$ cat config.mk
export PLATFORM = sky130hd
export DESIGN_NAME = alu_driver
export DESIGN_NICKNAME = d
export VERILOG_FILES = /design/src/rtl/alu_driver.sv
export SDC_FILE = /design/constraint.sdc
export NUM_CORES = 1
export LEC_CHECK = 0
export BUFFER_PORTS_ARGS = -buffer_cell sky130_fd_sc_hd__clkbuf_2
export CAP_MARGIN = 20
export CORE_AREA = 3 3 140 176
export CTS_CLUSTER_DIAMETER = 50
export DETAILED_ROUTE_END_ITERATION = 10
export DIE_AREA = 0 0 143 179
export GPL_TIMING_DRIVEN = 0
export PLACE_DENSITY = 0.84
export RECOVER_POWER = 25
export REMOVE_ABC_BUFFERS = 1
export SYNTH_ARGS = -nofsm -noshare
export SYNTH_HDL_FRONTEND = slang
export SYNTH_SLANG_ARGS = --single-unit
$ cat constraint.sdc
create_clock -name clk -period 6.9 [get_ports clk]
set_input_delay 0.345 -clock clk [delete_from_list [all_inputs] [get_ports clk]]
set_output_delay 0.345 -clock clk [all_outputs]
set_load 0.005 [all_outputs]
$ cat src/rtl/alu_driver.sv
// alu_driver: FIFO-buffered valid/ready front end that drives a combinational ALU and returns registered responses.
module alu_driver #(
    parameter int DATA_WIDTH = 32,
    parameter int FIFO_DEPTH = 4
) (
    input  logic                  clk,
    input  logic                  rst,
    input  logic                  req_valid,
    output logic                  req_ready,
    input  logic [DATA_WIDTH-1:0] req_A,
    input  logic [DATA_WIDTH-1:0] req_B,
    input  logic [2:0]            req_op,
    output logic                  resp_valid,
    input  logic                  resp_ready,
    output logic [DATA_WIDTH-1:0] resp_result,
    output logic [2:0]            resp_flags,
    output logic                  resp_err,
    output logic                  sticky_ovf,
    input  logic                  clear_sticky,
    output logic [DATA_WIDTH-1:0] alu_A,
    output logic [DATA_WIDTH-1:0] alu_B,
    output logic [2:0]            alu_ALUop,
    input  logic [DATA_WIDTH-1:0] alu_Result,
    input  logic                  alu_Overflow,
    input  logic                  alu_CarryOut,
    input  logic                  alu_Zero
);
    localparam int AW = $clog2(FIFO_DEPTH);
    typedef enum logic [1:0] {IDLE, EXEC, RESP} state_t;
    state_t state, state_d;
    logic [DATA_WIDTH-1:0] fifo_a [FIFO_DEPTH];
    logic [DATA_WIDTH-1:0] fifo_b [FIFO_DEPTH];
    logic [2:0]            fifo_op [FIFO_DEPTH];
    logic [AW-1:0] wr_ptr, rd_ptr;
    logic [AW:0]   count;
    logic push, pop, empty, capture, err_q, head_err;
    logic [2:0] head_op;
    assign empty     = count == '0;
    assign req_ready = count != (AW+1)'(FIFO_DEPTH);
    assign push      = req_valid & req_ready;
    assign head_op   = fifo_op[rd_ptr];
    assign head_err  = head_op inside {3'b011, 3'b100, 3'b101};
    always_ff @(posedge clk) begin
        if (rst) begin
            wr_ptr <= '0;
            rd_ptr <= '0;
            count  <= '0;
        end else begin
            if (push) begin
                fifo_a[wr_ptr]  <= req_A;
                fifo_b[wr_ptr]  <= req_B;
                fifo_op[wr_ptr] <= req_op;
                wr_ptr          <= wr_ptr + 1'b1;
            end
            if (pop)
                rd_ptr <= rd_ptr + 1'b1;
            count <= count + {{AW{1'b0}}, push} - {{AW{1'b0}}, pop};
        end
    end
    always_ff @(posedge clk) begin
        if (rst)
            state <= IDLE;
        else
            state <= state_d;
    end
    always_comb begin
        state_d = state;
        case (state)
            IDLE:    state_d = empty ? IDLE : EXEC;
            EXEC:    state_d = RESP;
            RESP:    state_d = resp_ready ? (empty ? IDLE : EXEC) : RESP;
            default: state_d = IDLE;
        endcase
    end
    // resp_valid is always high in RESP, so resp_ready alone completes the handshake there
    always_comb begin
        pop     = !empty && (state == IDLE || (state == RESP && resp_ready));
        capture = state == EXEC;
    end
    always_ff @(posedge clk) begin
        if (rst) begin
            alu_A       <= '0;
            alu_B       <= '0;
            alu_ALUop   <= '0;
            err_q       <= 1'b0;
            resp_valid  <= 1'b0;
            resp_result <= '0;
            resp_flags  <= '0;
            resp_err    <= 1'b0;
            sticky_ovf  <= 1'b0;
        end else begin
            if (pop) begin
                alu_A     <= fifo_a[rd_ptr];
                alu_B     <= fifo_b[rd_ptr];
                alu_ALUop <= head_err ? 3'b000 : head_op;
                err_q     <= head_err;
            end
            if (capture) begin
                resp_valid  <= 1'b1;
                resp_result <= err_q ? '0 : alu_Result;
                resp_flags  <= err_q ? 3'b000 : {alu_Overflow, alu_CarryOut, alu_Zero};
                resp_err    <= err_q;
            end else if (state == RESP && resp_ready) begin
                resp_valid <= 1'b0;
            end
            sticky_ovf <= (capture && (alu_ALUop == 3'b010 || alu_ALUop == 3'b110) && alu_Overflow) ? 1'b1 :
                          clear_sticky ? 1'b0 : sticky_ovf;
        end
    end
endmodule

==> impl_metrics.ini <==
[outcome]
outcome = complete, no violations

[logic_synthesis]
postSynthCellCount = 871
synth_edf_count = 268
synth_seq_area_share_pct = 74.2
ys_types = 33
synth-seq-cells = 385
netlist_area_mm2 = 0.0140
yosys.area.top_type = edfxtp_1
synth_flop_cell = edfxtp_1
syn_avg_cell_area_um2 = 16.1
synth_top_area_share_pct = 57.5
async_reset_ff_share_pct = 0
synthTopCellsByArea = edfxtp_1 57%, dfxtp_1 17%, mux4_2 11%
ys_warn_count = 0

[timing]
slew_violations = 0
slew_headroom_pct = 38.2
final.period_utilization_pct = 61.6
grt_setup_unrepaired = false
fin_skew_ns = 0.0180
finalSetupViolations = 0
hold_viol = 0
period_needed_ns = 4.25
worstMarginPinSlew_ns = 0.927
timing.fmax_mhz = 235
fin_ws_ns = 2.65

[setup_path]
r2r-end = count[2]
critical_path_required_ns = 7.29
cp-start-kind = register
end_kind = register
reg2regPathDepth = 11
r2r_start = count[1]
critPathKind = register to register
arrival_ns = 4.64
reg2reg_slack_ns = 2.65
cp_max_fo = 69

[power_and_ir_drop]
p_per_area_mw_per_mm2 = 396
pwr-share-comb_pct = 23.2
p_sw_share_pct = 28.8
p_sw_uw = 1900
irDropWorstVdd_uv = 267
p_leak_uw = 0.00586
p_seq_share_pct = 45.7
internal-power_uw = 4690
clkPwrFrac_pct = 31.1

[hold_path]
min_from = req_B[4]
hp-class = input pin to register
hold_end = fifo_b[1][4]
holdPathStages = 1

[job]
drv_cap = 0

[drt]
viasPerCell = 5.67
ant_nets = 0
dr.pass1.iters = 6
via_count = 7919
drcViolationCount = 0
drt_iter0_drc = 434
wl_per_cell_um = 20.5
totalWireLength_mm = 28.6

[global_routing]
use_met1_pct = 27.2
grt_pass1_wl_mm = 43.7
grtUsageMet3_pct = 4.64
antenna_found_initial = 1
busiest_layer = met2
use_met2_pct = 39.7
grt_max_degree = 79
overflow = 0
grt_pass1_vias = 8212
grt.total_usage_pct = 22.2

[die]
die_h_um = 179
io_pins = 213
die_w_um = 143
initial_utilization_pct = 60.8
core_area_mm2 = 0.0230
die-area_mm2 = 0.0256
rows = 62

[placement]
post-place-ws_ns = 2.70
place_area_mm2 = 0.0154
hpwl_mm = 17.3
place_congestion = 0.701
port_buffers = 212

[cells_and_area]
antenna_cells = 0
postLayoutCellArea_mm2 = 0.0166
drive_gt1_share_pct = 27.9
synthToLayoutAreaGrowth_pct = 18.9
final_cell_mix = 268 x edfxtp_1, 161 x clkbuf_2, 135 x nand2_1
num-nets-final = 1193
n_fill_cell = 1444
mostFrequentLayoutCell = edfxtp_1

[clocking]
clk_path_buf_depth = 3
numCtsBuffers = 38
clockRootBuffer = clkbuf_16
htreeDepth = 2
worst_skew_pair.late_latency_ns = 0.51
cts.clk_slew.worst_paths_ns = 0.06
cts.sinks = 385
cts_resized = 0
postCtsSetupBuffers = 0
cts_tree = built
holdBufCountCts = 0
-- layer usage --
layer	share of wire, %	vias to the layer above
met1	38	3911
met3	6.6	50
met5	0.045	-
met2	53	295
met4	2.2	2
li1	-	3661
-- sequential cells by signal, indices dropped and copies added, names as in the netlist, named ones only --
name         count
alu_ALUop        3
resp_result     32
resp_err         1
state            2
rd_ptr           2
resp_flags       3
resp_valid       1
alu_A           32
wr_ptr           2
sticky_ovf       1
err_q            1
fifo_a         128
fifo_op         12
alu_B           32
count            3
fifo_b         128
-- power groups by stage --
stage	Clock, uW	Sequential (uW)	Combinational [uW]
after floorplan	0	3090	868
after global placement	0	3150	1410
after detailed placement	0	3060	1550
after CTS	2090	3020	1570
after global routing	2170	3050	1690
final	2050	3010	1530
-- synth_stat cells (4+ instances only) --
cell,number
clkbuf_1,28
nor3b_1,35
xnor2_1,5
mux4_2,66
a21oi_1,106
buf_4,11
nand2_1,135
nor2_1,44
buf_2,6
dfxtp_1,117
buf_1,7
edfxtp_1,268
nor2b_1,4
ha_1,6
and2_1,4
inv_1,5
-- how the worst max path moves through the flow --
stage	endpoint	startpoint	slack, ns
floorplan	count[2]	count[1]	2.55
global placement	count[2]	resp_ready	-0.06
detailed placement	count[2]	count[1]	2.70
CTS	count[2]	count[1]	2.57
global route	count[2]	count[1]	2.33
finish	count[2]	count[1]	2.65
-- layout make-up --
class / instances / area (um2) / area share (%)
Inverter: 6 / 23.8 / 0.143
Multi-Input combinational cell: 426 / 3330 / 20.0
Tap cell: 288 / 360 / 2.17
Sequential cell: 385 / 10400 / 62.5
Timing Repair Buffer: 222 / 1250 / 7.49
Clock buffer: 52 / 1120 / 6.72
Clock inverter: 18 / 159 / 0.955
-- critical path: stages, from the launching register on --
cell	delay (ns)
dfxtp_1	0.35
nor3_1	0.29
or3_4	0.80
clkinv_2	0.76
buf_12	0.42
ha_1	0.31
inv_1	0.04
ha_1	0.18
fa_1	0.42
xnor2_1	0.26
xnor2_1	0.18
nor2_1	0.07
-- kinds of logic (layout without fill, tap and decap cells) --
family,count (synthesis),in the layout,synth area share [%]
flip-flops,385,385,74.2
AO/OA/AOI/OAI,108,108,3.93
buffers and inverters,60,298,2.07
XOR/XNOR,5,5,0.313
AND/OR/NAND/NOR,239,239,7.96
adder cells (fa/ha/maj),7,7,0.679
multiplexers,67,67,10.8
-- metrics by stage --
stage / total power (uW) / hold slack (ns) / cells / utilization (%) / setup TNS [ns]
2_1_floorplan: 3950 / 0.413 / 817 / - / 0
3_3_place_gp: 4560 / 0.442 / 1317 / 65.8 / -0.0575
3_5_place_dp: 4610 / 0.447 / 1327 / 66.9 / 0
4_1_cts: 6670 / 0.0308 / 1397 / 72.5 / 0
5_1_grt: 6920 / 0.0641 / 1397 / 72.2 / 0
6_report: 6600 / 0.0626 / 1397 / 72.2 / 0
No activity file was read; power rests on OpenSTA's default activity.
